File: src/rtl/mips_isa_pkg.sv
// MIPS ISA constants shared by the instruction encoder and future disassembler checks:
// opcodes, funct codes, mnemonic select codes, encoder FSM states and field packers.
package mips_isa_pkg;

  localparam logic [5:0] OP_RTYPE = 6'd0;
  localparam logic [5:0] OP_J     = 6'd2;
  localparam logic [5:0] OP_JAL   = 6'd3;
  localparam logic [5:0] OP_BEQ   = 6'd4;
  localparam logic [5:0] OP_BNE   = 6'd5;
  localparam logic [5:0] OP_ADDI  = 6'd8;
  localparam logic [5:0] OP_SLTI  = 6'd10;
  localparam logic [5:0] OP_ANDI  = 6'd12;
  localparam logic [5:0] OP_ORI   = 6'd13;
  localparam logic [5:0] OP_XORI  = 6'd14;
  localparam logic [5:0] OP_LUI   = 6'd15;
  localparam logic [5:0] OP_LW    = 6'd35;
  localparam logic [5:0] OP_SW    = 6'd43;

  localparam logic [5:0] FN_SLL = 6'h00;
  localparam logic [5:0] FN_SRL = 6'h02;
  localparam logic [5:0] FN_JR  = 6'h08;
  localparam logic [5:0] FN_ADD = 6'h20;
  localparam logic [5:0] FN_SUB = 6'h22;
  localparam logic [5:0] FN_AND = 6'h24;
  localparam logic [5:0] FN_OR  = 6'h25;
  localparam logic [5:0] FN_SLT = 6'h2A;

  localparam logic [4:0] MN_ADD  = 5'd0;
  localparam logic [4:0] MN_SUB  = 5'd1;
  localparam logic [4:0] MN_AND  = 5'd2;
  localparam logic [4:0] MN_OR   = 5'd3;
  localparam logic [4:0] MN_SLT  = 5'd4;
  localparam logic [4:0] MN_SLL  = 5'd5;
  localparam logic [4:0] MN_SRL  = 5'd6;
  localparam logic [4:0] MN_JR   = 5'd7;
  localparam logic [4:0] MN_LW   = 5'd8;
  localparam logic [4:0] MN_SW   = 5'd9;
  localparam logic [4:0] MN_ADDI = 5'd10;
  localparam logic [4:0] MN_ANDI = 5'd11;
  localparam logic [4:0] MN_ORI  = 5'd12;
  localparam logic [4:0] MN_SLTI = 5'd13;
  localparam logic [4:0] MN_XORI = 5'd14;
  localparam logic [4:0] MN_BEQ  = 5'd15;
  localparam logic [4:0] MN_BNE  = 5'd16;
  localparam logic [4:0] MN_J    = 5'd17;
  localparam logic [4:0] MN_JAL  = 5'd18;
  localparam logic [4:0] MN_LUI  = 5'd19;
  localparam logic [4:0] MN_NOP  = 5'd20;

  typedef enum logic [1:0] {
    ST_IDLE   = 2'd0,
    ST_ACCEPT = 2'd1,
    ST_WRITE  = 2'd2,
    ST_FULL   = 2'd3
  } state_t;

  function automatic logic [31:0] r_word(input logic [4:0] rs, input logic [4:0] rt,
                                         input logic [4:0] rd, input logic [4:0] shamt,
                                         input logic [5:0] funct);
    return {OP_RTYPE, rs, rt, rd, shamt, funct};
  endfunction

  function automatic logic [31:0] i_word(input logic [5:0] op, input logic [4:0] rs,
                                         input logic [4:0] rt, input logic [15:0] imm);
    return {op, rs, rt, imm};
  endfunction

endpackage

File: src/rtl/mips_inst_pack.sv
// Combinational packer: mnemonic plus operand fields -> 32-bit MIPS word, with
// illegal-mnemonic and control-transfer (branch/jump) flags.
module mips_inst_pack
  import mips_isa_pkg::*;
(
  input  logic [4:0]  mnemonic,
  input  logic [4:0]  rs,
  input  logic [4:0]  rt,
  input  logic [4:0]  rd,
  input  logic [4:0]  shamt,
  input  logic [15:0] imm,
  input  logic [25:0] target,
  output logic [31:0] word,
  output logic        illegal,
  output logic        is_ctrl
);

  always_comb begin
    word    = '0;
    illegal = 1'b0;
    is_ctrl = 1'b0;
    case (mnemonic)
      MN_ADD:  word = r_word(rs, rt, rd, shamt, FN_ADD);
      MN_SUB:  word = r_word(rs, rt, rd, shamt, FN_SUB);
      MN_AND:  word = r_word(rs, rt, rd, shamt, FN_AND);
      MN_OR:   word = r_word(rs, rt, rd, shamt, FN_OR);
      MN_SLT:  word = r_word(rs, rt, rd, shamt, FN_SLT);
      // Shifts take their source from rt, so the rs slot is architecturally zero.
      MN_SLL:  word = r_word(5'd0, rt, rd, shamt, FN_SLL);
      MN_SRL:  word = r_word(5'd0, rt, rd, shamt, FN_SRL);
      MN_JR: begin
        word    = r_word(rs, 5'd0, 5'd0, 5'd0, FN_JR);
        is_ctrl = 1'b1;
      end
      MN_LW:   word = i_word(OP_LW, rs, rt, imm);
      MN_SW:   word = i_word(OP_SW, rs, rt, imm);
      MN_ADDI: word = i_word(OP_ADDI, rs, rt, imm);
      MN_ANDI: word = i_word(OP_ANDI, rs, rt, imm);
      MN_ORI:  word = i_word(OP_ORI, rs, rt, imm);
      MN_SLTI: word = i_word(OP_SLTI, rs, rt, imm);
      MN_XORI: word = i_word(OP_XORI, rs, rt, imm);
      MN_BEQ: begin
        word    = i_word(OP_BEQ, rs, rt, imm);
        is_ctrl = 1'b1;
      end
      MN_BNE: begin
        word    = i_word(OP_BNE, rs, rt, imm);
        is_ctrl = 1'b1;
      end
      MN_J: begin
        word    = {OP_J, target};
        is_ctrl = 1'b1;
      end
      MN_JAL: begin
        word    = {OP_JAL, target};
        is_ctrl = 1'b1;
      end
      MN_LUI:  word = i_word(OP_LUI, 5'd0, rt, imm);
      MN_NOP:  word = '0;
      default: illegal = 1'b1;
    endcase
  end

endmodule

File: src/rtl/mips_inst_encoder.sv
// Instruction encoder/loader: packs symbolic instructions and writes them sequentially
// into instruction memory. Define DELAY_SLOT_NOP_EN to append a NOP after every branch/jump.
module mips_inst_encoder
  import mips_isa_pkg::*;
#(
  parameter int ADDR_W    = 8,
  parameter int BASE_ADDR = 0
) (
  input  logic              clk,
  input  logic              rst_n,
  input  logic              start,
  input  logic              finish,
  input  logic              in_valid,
  output logic              in_ready,
  input  logic [4:0]        mnemonic,
  input  logic [4:0]        rs,
  input  logic [4:0]        rt,
  input  logic [4:0]        rd,
  input  logic [4:0]        shamt,
  input  logic [15:0]       imm,
  input  logic [25:0]       target,
  output logic              mem_write,
  output logic [ADDR_W-1:0] mem_addr,
  output logic [31:0]       mem_data,
  input  logic              mem_ack,
  output logic              busy,
  output logic              full,
  output logic              illegal,
  output logic [ADDR_W:0]   count
);

`ifdef DELAY_SLOT_NOP_EN
  localparam bit SLOT_EN = 1'b1;
`else
  localparam bit SLOT_EN = 1'b0;
`endif

  localparam int                DEPTH   = 1 << ADDR_W;
  localparam logic [ADDR_W:0]   DEPTH_C = (ADDR_W+1)'(DEPTH);
  localparam logic [ADDR_W-1:0] BASE_C  = ADDR_W'(BASE_ADDR);

  state_t              state, state_nxt;
  logic [ADDR_W:0]     count_nxt, cnt_inc;
  logic                illegal_nxt, full_nxt, fin_pend, fin_nxt, slot_pend, slot_nxt;
  logic                wr_nxt;
  logic [ADDR_W-1:0]   addr_nxt;
  logic [31:0]         data_nxt;
  logic [31:0]         pk_word;
  logic                pk_illegal, pk_ctrl, handshake;

  mips_inst_pack u_pack (
    .mnemonic (mnemonic),
    .rs       (rs),
    .rt       (rt),
    .rd       (rd),
    .shamt    (shamt),
    .imm      (imm),
    .target   (target),
    .word     (pk_word),
    .illegal  (pk_illegal),
    .is_ctrl  (pk_ctrl)
  );

  assign in_ready  = (state == ST_ACCEPT);
  assign busy      = (state != ST_IDLE);
  assign handshake = in_valid & in_ready;

  always_ff @(posedge clk or negedge rst_n) begin
    if (!rst_n) begin
      state     <= ST_IDLE;
      count     <= '0;
      illegal   <= 1'b0;
      full      <= 1'b0;
      fin_pend  <= 1'b0;
      slot_pend <= 1'b0;
      mem_write <= 1'b0;
      mem_addr  <= '0;
      mem_data  <= '0;
    end else begin
      state     <= state_nxt;
      count     <= count_nxt;
      illegal   <= illegal_nxt;
      full      <= full_nxt;
      fin_pend  <= fin_nxt;
      slot_pend <= slot_nxt;
      mem_write <= wr_nxt;
      mem_addr  <= addr_nxt;
      mem_data  <= data_nxt;
    end
  end

  always_comb begin
    state_nxt   = state;
    count_nxt   = count;
    illegal_nxt = illegal;
    full_nxt    = full;
    fin_nxt     = fin_pend;
    slot_nxt    = slot_pend;
    wr_nxt      = mem_write;
    addr_nxt    = mem_addr;
    data_nxt    = mem_data;
    cnt_inc     = count + (ADDR_W+1)'(1);
    case (state)
      ST_IDLE: begin
        if (start) begin
          state_nxt   = ST_ACCEPT;
          count_nxt   = '0;
          illegal_nxt = 1'b0;
          full_nxt    = 1'b0;
          fin_nxt     = 1'b0;
          slot_nxt    = 1'b0;
        end
      end
      ST_ACCEPT: begin
        if (handshake) begin
          if (pk_illegal) begin
            illegal_nxt = 1'b1;
            if (finish) state_nxt = ST_IDLE;
          end else begin
            wr_nxt    = 1'b1;
            addr_nxt  = BASE_C + count[ADDR_W-1:0];
            data_nxt  = pk_word;
            slot_nxt  = SLOT_EN && pk_ctrl;
            fin_nxt   = finish;
            state_nxt = ST_WRITE;
          end
        end else if (finish) begin
          state_nxt = ST_IDLE;
        end
      end
      ST_WRITE: begin
        if (finish) fin_nxt = 1'b1;
        if (mem_ack) begin
          count_nxt = cnt_inc;
          wr_nxt    = 1'b0;
          if (cnt_inc == DEPTH_C) begin
            // A full memory wins over both the delay-slot NOP and a pending finish.
            state_nxt = ST_FULL;
            full_nxt  = 1'b1;
            slot_nxt  = 1'b0;
            fin_nxt   = 1'b0;
          end else if (slot_pend) begin
            slot_nxt = 1'b0;
            wr_nxt   = 1'b1;
            addr_nxt = BASE_C + cnt_inc[ADDR_W-1:0];
            data_nxt = '0;
          end else if (fin_pend || finish) begin
            state_nxt = ST_IDLE;
            fin_nxt   = 1'b0;
          end else begin
            state_nxt = ST_ACCEPT;
          end
        end
      end
      ST_FULL: begin
        if (finish) state_nxt = ST_IDLE;
      end
      default: state_nxt = ST_IDLE;
    endcase
  end

endmodule

File: config.mk
export PLATFORM = sky130hd
export DESIGN_NAME = mips_inst_encoder
export DESIGN_NICKNAME = d
export VERILOG_FILES = /design/src/rtl/mips_isa_pkg.sv /design/src/rtl/mips_inst_pack.sv /design/src/rtl/mips_inst_encoder.sv
export SDC_FILE = /design/constraint.sdc
export NUM_CORES = 1
export LEC_CHECK = 0
export ABC_AREA = 0
export CELL_PAD_IN_SITES_DETAIL_PLACEMENT = 2
export CELL_PAD_IN_SITES_GLOBAL_PLACEMENT = 2
export CORE_MARGIN = 2
export CORE_UTILIZATION = 28
export CTS_BUF_LIST = sky130_fd_sc_hd__clkbuf_4 sky130_fd_sc_hd__clkbuf_8
export DETAILED_ROUTE_END_ITERATION = 6
export HOLD_SLACK_MARGIN = 0.02
export PLACE_DENSITY_LB_ADDON = 0.15
export SETUP_SLACK_MARGIN = 0.2
export SYNTH_ARGS = -nofsm -noshare
export SYNTH_HDL_FRONTEND = slang
export SYNTH_SLANG_ARGS = --single-unit
File: constraint.sdc
create_clock -name clk -period 4.3 [get_ports clk]
set_clock_uncertainty 0.1 [all_clocks]
set_input_delay 0.43 -clock clk [delete_from_list [all_inputs] [get_ports clk]]
set_output_delay 0.43 -clock clk [all_outputs]
set_load 0.02 [all_outputs]
### After elaboration in Yosys (flattened, before gate mapping)

Index checks and enable logic that the tools add are counted.

| storage, ports and cells | value |
|---|---|
| bits in registers | 56 |
| input bits | 73 |
| logic and storage cells | 111 |

| cells by class | value |
|---|---|
| add/sub/neg operators | 1 |
| equal/unequal tests | 33 |
| muxes and demuxes | 50 |
| bitwise gates (word level) | 1 |
| reduce and logical (&&, ||, !) cells | 17 |

Operator list:

| cell | count |
|---|---|
| $pmux 32 s20 | 1 |
| $mux 32 | 5 |
| $pmux 32 s2 | 1 |
| $eq 5x4->1 const B | 8 |
| $mux 8 | 5 |
| $eq 5x5->1 const B | 5 |
| $mux 1 | 21 |
| $reduce_or 21->1 | 1 |
| $eq 5x3->1 const B | 4 |
| $mux 9 | 2 |
| $pmux 9 s2 | 1 |
| $pmux 8 s2 | 1 |
| $reduce_and 4->1 | 4 |
| $mux 2 | 7 |
| $ne 2x2->1 const B | 7 |
| $eq 5x2->1 const B | 2 |
| $add 9x1->9 const B | 1 |
| $eq 9x9->1 const B | 1 |
| $pmux 2 s4 | 1 |
| $reduce_bool 2->1 | 4 |
| $pmux 1 s2 | 3 |
| $pmux 1 s3 | 2 |
| $reduce_and 3->1 | 2 |
| $reduce_and 6->1 | 1 |
| other kinds (11) | 12 |

### Longest topological paths before layout

Gate-level depths: netlist of the first run.

| logic depth | value |
|---|---|
| word-level depth | 6 |
| depth in mapped cells | 8 |
| mapped depth without buffers | 7 |

### Hierarchy

Synthesis of the first run repeated with hierarchy kept, for this count alone.

| unflattened totals | value |
|---|---|
| cell total of the unflattened synthesis | 333 |
| area total of the unflattened synthesis | 3,279.4 um^2 |

By module, submodules not included:

| module | instances | cells each | area each (um^2) |
|---|---|---|---|
| mips_inst_encoder | 1 | 227 | 2,571.2 |
| mips_inst_pack | 1 | 106 | 708.2 |

### Worst setup path before layout of the first run

OpenSTA, ideal clock, no wires.

| timing | value |
|---|---|
| kind | flip-flop to flip-flop |
| start point | register state[1] |
| end point | register mem_data[1] |
| setup time | 0.126 ns |
| data arrival time | 1.800 ns |
| data required time | 4.074 ns |
| setup slack | 2.274 ns |
| stages on the path, launching flop included | 7 |
| path buffers | 2 |
| cell sequence | dfrtp_1 inv_1 ha_1 clkbuf_1 nand4b_4 buf_2 a221o_1 |

| between the ends | value |
|---|---|
| cells in the longest elaborated chain, start to end | 4 |
| elaborated cells between the ends (all ways) | 11 |
| classes of those cells | eq/ne (7); mux (1); bitwise (1); reduce/logical (2) |

Ends and longest elaborated chain:

| item | line | text |
|---|---|---|
| from (decl) | mips_inst_encoder.sv:42 | `state_t state, state_nxt;` |
| from (signal assigned) | mips_inst_encoder.sv:80 | `state <= state_nxt;` |
| $eq 2x1->1 (*) | mips_inst_encoder.sv:64 | `assign in_ready = (state == ST_ACCEPT);` |
| via in_ready | mips_inst_encoder.sv:14 | `output logic in_ready,` |
| $and 1x1->1 | mips_inst_encoder.sv:66 | `assign handshake = in_valid & in_ready;` |
| $ne 2x1->1 (no line) | - |  |
| $reduce_and 6->1 (no line) | - |  |
| to (signal assigned) | mips_inst_encoder.sv:88 | `mem_data <= data_nxt;` |
| to (decl) | mips_inst_encoder.sv:24 | `output logic [31:0] mem_data,` |

The timed path passes the listed nets; every way through them passes the cells marked *.
A chain may end at the register's enable or synchronous reset.

### Worst setup path in the final report of the first run

| timing | value |
|---|---|
| start point | input mnemonic[1] |
| end point | register mem_data[9] |

| between the ends | value |
|---|---|
| cells in the longest elaborated chain, start to end | 5 |
| elaborated cells between the ends (all ways) | 28 |
| classes of those cells | eq/ne (21); mux (4); reduce/logical (3) |

Ends and longest elaborated chain:

| item | line | text |
|---|---|---|
| from (decl) | mips_inst_encoder.sv:15 | `input logic [4:0] mnemonic,` |
| $eq 5x5->1 (tied with other cells) | mips_inst_pack.sv:22 | `case (mnemonic)` |
| $pmux 32 s20 | mips_inst_pack.sv:22 |  |
| $mux 32 | mips_inst_encoder.sv:116 | `if (pk_illegal) begin` |
| $mux 32 | mips_inst_encoder.sv:115 | `if (handshake) begin` |
| $pmux 32 s2 | mips_inst_encoder.sv:103 | `case (state)` |

Several ways; a longest one is shown, not always the timed one. The select of a mux whose other input is x is not followed.

==> results.txt, run 1 <==
highest-count cells in the layout ignoring fill and taps: 124 x clkdlybuf4s50_1, 54 x dfrtp_1, 43 x nand2_1
area share of the largest cell type after synthesis: 43.2%
pin count of the biggest net entering global routing: 55
final worst slack: 1690 ps
Final Instance Area: 4510 sq um
DRT antenna net count: 0
total CTS buffers: 5
synthesized instance count: 333
warnings from Yosys: 0
Design Power: 2.09 mW
Max Slew Vio Count: 0
Critical Path Source Type: input port
relative slew slack: 42.8%
RSZ-0062 raised after global routing: false
Final Cycle Share: 60.7%
CTS Root Cell: clkbuf_8
ys flop type: dfrtp_1
vias: 3058
clk sink count: 54
Fmax: 0.383 GHz
worst path arrival time: 2740 ps
Max Root-Sink Buffers: 2
required time of the critical path: 4430 ps
Final Hold Vio Count: 0
worst hold path type: in -> async
post-cts sizing count: 0
Setup Buffers After CTS: 0
drt first pass iters: 5
die width: 110 microns
status: completed
DP HPWL: 8570 microns
RD Place Congestion: 0.789
layout cells sized above 1: 6.52%
top cells by area, synth: dfrtp_1 43%, nand2_1 5.2%, o21ai_1 4.3%
DIE AREA: 12000 sq um
max-cap viol count: 0
Residual DRC: 0
wire per inst: 19.3 microns
DR vias/cell: 5.23
# H-tree levels: 2
Post-DP Area: 4420 sq um
Top Ports: 127
Routed WL: 11300 microns
Reg power frac: 36.7%
total gr overflow: 0
number of port buffers: 125
Final min period: 2610 ps
endpoints failing setup: 0
syn nets: 414
number of global-route vias before repair: 3256
Post-Syn Area: 3130 sq um
placed insts: 578
hold buffer count at CTS: 0
Yosys reg bits: 54
CTS tree: done
starting density of the core: 28.7%
PwrDens: 464 nW/um^2
Setup WS pre-CTS: 1330 ps
post-route insts no fill: 585
Int Power: 1.26 mW
Rows: 38
global-route wire length before repair: 17800 microns
Worst-Skew Late Latency: 300 ps
Total Routing Usage GR: 19.1%
ANT cells: 0
area growth from synthesis to layout: 44.0%
Slew @ Worst Pin: 858 ps
peak supply drop: 0.160 mV
sw power: 830 uW
Reg clk slew, reported paths: 90 ps
DRT iter0 DRCs: 144
register area share after synthesis: 43.2%
syn_area_per_cell: 9.39 sq um
combinational share of power: 49.6%
core area: 10900 sq um
Clk network pwr share: 13.7%
# fillers: 1219
cell taking the most area after synthesis: dfrtp_1
initial antenna violation count: 0
crit end category: flop
CP Max Fanout: 21
Die H: 110 microns
Pleak: 1.83 nW
Nets: 526
Post-synth EDFFs: 0
commonest non-fill, non-tap cell in the layout: clkdlybuf4s50_1
Switching Fraction: 39.7%
CP Class: in -> reg
setup TNS: 0 ps
count of cell types in the netlist: 62
ys async rst share: 100%
[metal layers]
layer	track usage (%)	vias to the layer above	part of all wire, %
met5	0	-	0
met4	3.07	0	0.52
met2	33.6	79	51
li1	-	1436	-
met3	3.26	5	5.6
met1	25.0	1538	43
[synthesized netlist by cell type (2+ instances only)]
master and n:
nand2_1 43, nand3b_1 3, a222oi_1 10, nor2_1 14, a22oi_1 14, inv_1 11, o22ai_1 2, o41ai_1 3
nand4_1 3, buf_6 5, ha_1 8, xor2_1 3, a21oi_1 15, mux2_1 4, buf_4 5, nand2b_1 7
o21a_1 3, and3_1 2, dfrtp_1 54, a22o_1 3, nor3_2 3, nor2b_1 5, o2bb2ai_1 2, nor3_1 3
o21ai_0 21, a221o_1 2, clkbuf_1 5, o21ai_2 2, o21ai_1 27, mux2_2 3, nand3_1 9, buf_2 9
[area by class of cell]
| type | count | area [sq um] | area share (%) |
|---|---|---|---|
| well taps | 140 | 175 | 3.89 |
| clock buffers | 7 | 83.8 | 1.86 |
| multi-input cells | 243 | 1570 | 34.9 |
| repair buffers | 129 | 1280 | 28.3 |
| inverters | 12 | 45.0 | 1.00 |
| flip-flops and latches | 54 | 1350 | 30.0 |
[registers in the layout, summed over array words and instances, names as in the netlist]
name / count
full: 1
fin_pend: 1
state: 2
illegal: 1
mem_data: 31
mem_addr: 8
mem_write: 1
count: 9
[power by group through the flow]
stage	Clock, mW	Combinational, mW	Sequential (mW)
3_5_place_dp	0	1.06	0.782
3_3_place_gp	0	1.04	0.772
6_report	0.286	1.04	0.767
5_1_grt	0.321	1.14	0.787
4_1_cts	0.304	1.06	0.771
2_1_floorplan	0	0.374	0.935
[logic make-up after synthesis]
kind of cell             synth area share (%)
flip-flops                               43.2
buffers and inverters                    6.48
XOR/XNOR                                 1.64
multiplexers                             2.84
other                                   0.120
AO/OA/AOI/OAI                            25.8
AND/OR/NAND/NOR                          16.8
adder cells (fa/ha/maj)                  3.20
[worst paths after layout]
check	start	end	slack [ps]	cells after the start
worst max-delay path	mnemonic[1]	mem_data[9]	1690	5
min in group clk	mem_data[12]	mem_data[12]	390	2
worst max register to register	state[1]	mem_data[21]	1960	6
worst min register to register	mem_data[12]	mem_data[12]	390	2
worst min-delay path	rst_n	mem_data[29]	170	2
max in group asynchronous	rst_n	full	3450	2
[through the flow]
step | util, % | hold WS [ps]
6_report | 41.4 | 166
5_1_grt | 41.4 | 219
4_1_cts | 41.4 | 193
3_5_place_dp | 40.6 | 379
3_3_place_gp | 40.6 | 366
2_1_floorplan | - | 34.4
[worst max-delay path, cell delays in order]
cell and delay (ps):
clkdlybuf4s50_1 810, xor2_2 280, and3_1 760, a222oi_1 260, o21ai_1 180
(Power assumes the default switching activity.)
==> run 2, diff against run 1 <==
--- a/config.mk
+++ b/config.mk
@@ -9,7 +9,7 @@
 export CELL_PAD_IN_SITES_DETAIL_PLACEMENT = 2
 export CELL_PAD_IN_SITES_GLOBAL_PLACEMENT = 2
 export CORE_MARGIN = 2
-export CORE_UTILIZATION = 28
+export CORE_UTILIZATION = 26
 export CTS_BUF_LIST = sky130_fd_sc_hd__clkbuf_4 sky130_fd_sc_hd__clkbuf_8
 export DETAILED_ROUTE_END_ITERATION = 6
 export HOLD_SLACK_MARGIN = 0.02
==> constraint.sdc (replaced) <==
create_clock -name clk -period 2.6 [get_ports clk]
set_clock_uncertainty 0.1 [all_clocks]
set_input_delay 0.26 -clock clk [delete_from_list [all_inputs] [get_ports clk]]
set_output_delay 0.26 -clock clk [all_outputs]
set_load 0.02 [all_outputs]
==> results.txt, run 2 (same netlist as run 1, synthesis figures left out) <==
max-cap viol count: 0
Top Ports: 127
highest-count cells in the layout ignoring fill and taps: 124 x clkdlybuf4s50_1, 53 x dfrtp_1, 43 x nand2_1
# H-tree levels: 2
worst path cell trace: inv_1 -> ha_2 -> clkdlybuf4s50_1
Die H: 114 microns
Routed WL: 11700 microns
required time of the critical path: 2240 ps
DIE AREA: 12900 sq um
Most flops, register: mem_data
Hold Crit Start: mem_addr[0]
RSZ-0062 raised after global routing: false
commonest non-fill, non-tap cell in the layout: clkdlybuf4s50_1
CP Class: reg -> out
reg-to-reg setup timing slack: 430 ps
drt first pass iters: 4
vias: 3131
total CTS buffers: 5
Design Power: 3.65 mW
Worst-Skew Late Latency: 320 ps
DRT antenna net count: 0
Nets: 539
Worst Hold Depth: 2
DP HPWL: 8830 microns
number of port buffers: 125
top flop regs: mem_data (31), count (9), mem_addr (8)
Critical Path Source Type: flop
pin count of the biggest net entering global routing: 29
RD Place Congestion: 0.749
Slowest-stage cell, CP: clkdlybuf4s50_1
Reg area: 1350 sq um
Pleak: 1.91 nW
PwrDens: 780 nW/um^2
area growth from synthesis to layout: 49.4%
Reg clk slew, reported paths: 100 ps
total gr overflow: 0
core area: 11900 sq um
Fmax: 0.439 GHz
DRT iter0 DRCs: 209
Slew @ Worst Pin: 876 ps
CP Max Fanout: 10
worst hold path type: reg -> reg
Final min period: 2280 ps
endpoints failing setup: 0
layout cells sized above 1: 9.59%
# fillers: 1323
r2r endpoint: mem_data[1]
status: completed
Max Slew Vio Count: 0
peak supply drop: 0.426 mV
global-route wire length before repair: 19000 microns
R2R Path Start: state[0]
CP max stage delay: 680 ps
number of global-route vias before repair: 3496
starting density of the core: 26.4%
Final Cycle Share: 87.6%
ANT cells: 0
Total Routing Usage GR: 18.7%
die width: 114 microns
Max Root-Sink Buffers: 2
Final Hold Vio Count: 0
relative slew slack: 41.6%
Rows: 40
wire per inst: 19.3 microns
clk sink count: 54
number of flip-flops under the largest register name: 31
CTS Root Cell: clkbuf_8
setup TNS: 0 ps
hold endpoint: mem_addr[0]
crit end category: output port
Residual DRC: 0
CTS tree: done
initial antenna violation count: 0
multi-input logic area: 1580 sq um
DR vias/cell: 5.17
fin util: 39.4%
worst path arrival time: 1920 ps
path depth of the worst reg2reg path: 7
-- run 2: how the worst max path moves through the flow --
stage,endpoint,depth (start not counted),slack [ps],start
2_1_floorplan,mem_data[1],6,570,state[1]
3_3_place_gp,mem_data[7],5,130,mnemonic[0]
3_5_place_dp,mem_data[15],5,60,mnemonic[0]
4_1_cts,busy,4,280,state[0]
5_1_grt,in_ready,3,220,state[1]
6_report,in_ready,3,320,state[1]
-- run 2: final cells by class --
type	instances	share of cell area, %
clock buffers	7	1.79
clock inverters	1	0.643
inverters	12	0.964
multi-input cells	243	33.7
flip-flops and latches	54	28.9
well taps	147	3.94
repair buffers	142	30.0
-- run 2: per-stage QoR --
stage / setup slack [ps] / hold WS (ps) / area, sq um / std cells
floorplan: 574 / -136 / 3130 / 333
global placement: 126 / 242 / 4550 / 597
detailed placement: 55.5 / 252 / 4550 / 597
CTS: 280 / 394 / 4670 / 606
global route: 223 / 437 / 4670 / 606
finish: 322 / 386 / 4670 / 606
-- run 2: repair_timing --
| item | in CTS | in global routing |
|---|---|---|
| hold buffers | 1 | 0 |
| resized for setup | 1 | 1 |
| setup buffers | 0 | 0 |
| hold endpoints to repair | 26 | 0 |
| setup endpoints to repair | 1 | 1 |
-- run 2: metal layers --
| layer | wire [microns] | track usage [%] |
|---|---|---|
| met5 | 0 | 0 |
| met4 | 168 | 5.04 |
| met3 | 581 | 3.45 |
| met2 | 5940 | 32.8 |
| met1 | 4990 | 23.6 |
-- run 2: where the power goes --
part	switching (mW)	total, mW	internal (mW)
logic	0.949	1.77	0.821
clock network	0.303	0.613	0.310
registers	0.172	1.26	1.09
total	1.42	3.65	2.22
-- run 2: critical path: cells and delay by family (launching register included) --
kind | cells | cell delay, ps
adder cells (fa/ha/maj) | 1 | 350
buffers and inverters | 2 | 790
flip-flops | 1 | 460
==> run 3, diff against run 2 <==
--- a/config.mk
+++ b/config.mk
@@ -8,10 +8,11 @@
 export ABC_AREA = 0
 export CELL_PAD_IN_SITES_DETAIL_PLACEMENT = 2
 export CELL_PAD_IN_SITES_GLOBAL_PLACEMENT = 2
-export CORE_MARGIN = 2
+export CORE_MARGIN = 3
 export CORE_UTILIZATION = 26
 export CTS_BUF_LIST = sky130_fd_sc_hd__clkbuf_4 sky130_fd_sc_hd__clkbuf_8
 export DETAILED_ROUTE_END_ITERATION = 6
+export GPL_ROUTABILITY_DRIVEN = 0
 export HOLD_SLACK_MARGIN = 0.02
 export PLACE_DENSITY_LB_ADDON = 0.15
 export SETUP_SLACK_MARGIN = 0.2
==> results.txt, run 3 (same netlist as run 1, synthesis figures left out) <==
status: completed
Fmax: 0.447 GHz
Slowest-stage cell, CP: clkdlybuf4s50_1
Final Hold Vio Count: 0
CP max stage delay: 600 ps
Total Routing Usage GR: 17.8%
number of port buffers: 125
WP buf/inv: 3
PwrDens: 770 nW/um^2
Top Ports: 127
commonest non-fill, non-tap cell in the layout: clkdlybuf4s50_1
highest-count cells in the layout ignoring fill and taps: 124 x clkdlybuf4s50_1, 53 x dfrtp_1, 43 x nand2_1
layout cells sized above 1: 9.59%
pin count of the biggest net entering global routing: 55
max-cap viol count: 0
Setup Buffers After CTS: 0
Residual DRC: 0
Routed WL: 11800 microns
number of flip-flops under the largest register name: 31
Post-DP Area: 4530 sq um
Most flops, register: mem_data
Final Instance Area: 4640 sq um
Setup WS pre-CTS: 41.9 ps
relative slew slack: 49.2%
Design Power: 3.57 mW
Rows: 39
required time of the critical path: 2240 ps
# H-tree levels: 2
die width: 116 microns
Pleak: 1.90 nW
ANT cells: 0
wire per inst: 19.6 microns
peak supply drop: 0.320 mV
Final min period: 2240 ps
Critical Path Source Type: flop
Worst-Skew Late Latency: 320 ps
cell mode on critical path: inv_1
final worst slack: 361 ps
core area: 11600 sq um
total CTS buffers: 5
DRT iter0 DRCs: 176
clk sink count: 54
DRT antenna net count: 0
worst path cell trace: inv_1 -> ha_1 -> inv_1 -> clkdlybuf4s50_1
CP Max Fanout: 7
drt first pass iters: 5
Reg clk slew, reported paths: 100 ps
DP HPWL: 8940 microns
DR vias/cell: 5.18
Nets: 539
RSZ-0062 raised after global routing: false
crit end category: output port
global-route wire length before repair: 18500 microns
Final Cycle Share: 86.1%
area growth from synthesis to layout: 48.2%
worst hold path type: reg -> reg
family with the most delay on the worst path: buffers and inverters
endpoints failing setup: 0
DIE AREA: 13400 sq um
CP Class: reg -> out
total gr overflow: 0
starting density of the core: 27.0%
Die H: 116 microns
Max Root-Sink Buffers: 2
# fillers: 1290
CTS tree: done
number of global-route vias before repair: 3401
initial antenna violation count: 0
vias: 3118
worst path arrival time: 1880 ps
setup TNS: 0 ps
Slew @ Worst Pin: 758 ps
top flop regs: mem_data (31), count (9), mem_addr (8)
Max Slew Vio Count: 0
CTS Root Cell: clkbuf_8
[run 3: power by group]
| group | internal [mW] | leakage, nW | switching (mW) |
|---|---|---|---|
| Clock | 0.227 | 0.0517 | 0.300 |
| Combinational | 0.820 | 1.12 | 0.958 |
| Sequential | 1.09 | 0.728 | 0.171 |
| Total | 2.14 | 1.90 | 1.43 |
[run 3: layout make-up]
| type | count | area (sq um) | area share, % |
|---|---|---|---|
| Clock buffer | 7 | 90.1 | 1.94 |
| Sequential cell | 54 | 1350 | 29.2 |
| Clock inverter | 1 | 5.00 | 0.108 |
| Inverter | 12 | 45.0 | 0.972 |
| Timing Repair Buffer | 142 | 1390 | 30.0 |
| Multi-Input combinational cell | 243 | 1580 | 34.0 |
| Tap cell | 143 | 179 | 3.86 |
[run 3: timing repair]
| action | 4_1_cts | 5_1_grt |
|---|---|---|
| resized for setup | 0 | 2 |
| endpoints found under the hold margin | 54 | 0 |
| setup endpoints to repair | 0 | 4 |
| hold buffers | 1 | 0 |
[run 3: through the flow]
stage	hold slack (ps)	util, %	cells
2_1_floorplan	-136	-	333
3_3_place_gp	363	39.2	593
3_5_place_dp	363	39.2	593
4_1_cts	403	40.1	602
5_1_grt	421	40.1	602
6_report	393	40.1	602
[run 3: worst paths after layout]
kind,slack [ps],startpoint,cells past startpoint,end
worst max-delay path,360,state[1],4,busy
worst min-delay path,390,mem_data[28],2,mem_data[28]
worst max register to register,440,state[0],6,mem_data[28]
worst min register to register,390,mem_data[28],2,mem_data[28]
max in group asynchronous,1330,rst_n,3,state[0]
min in group asynchronous,530,rst_n,3,mem_data[2]
[run 3: routing by layer]
layer / routed length [microns] / GRT usage (%)
met2: 6060 / 31.8
met1: 5010 / 21.9
met4: 228 / 5.18
met3: 479 / 2.98
met5: 0 / 0
[run 3: worst reg2reg max path, cell delays in order, from the launching register on]
cell and delay [ps]:
dfrtp_2 470, inv_1 110, ha_1 370, nand4b_4 280, nand2b_1 220, buf_4 340, o21ai_0 150
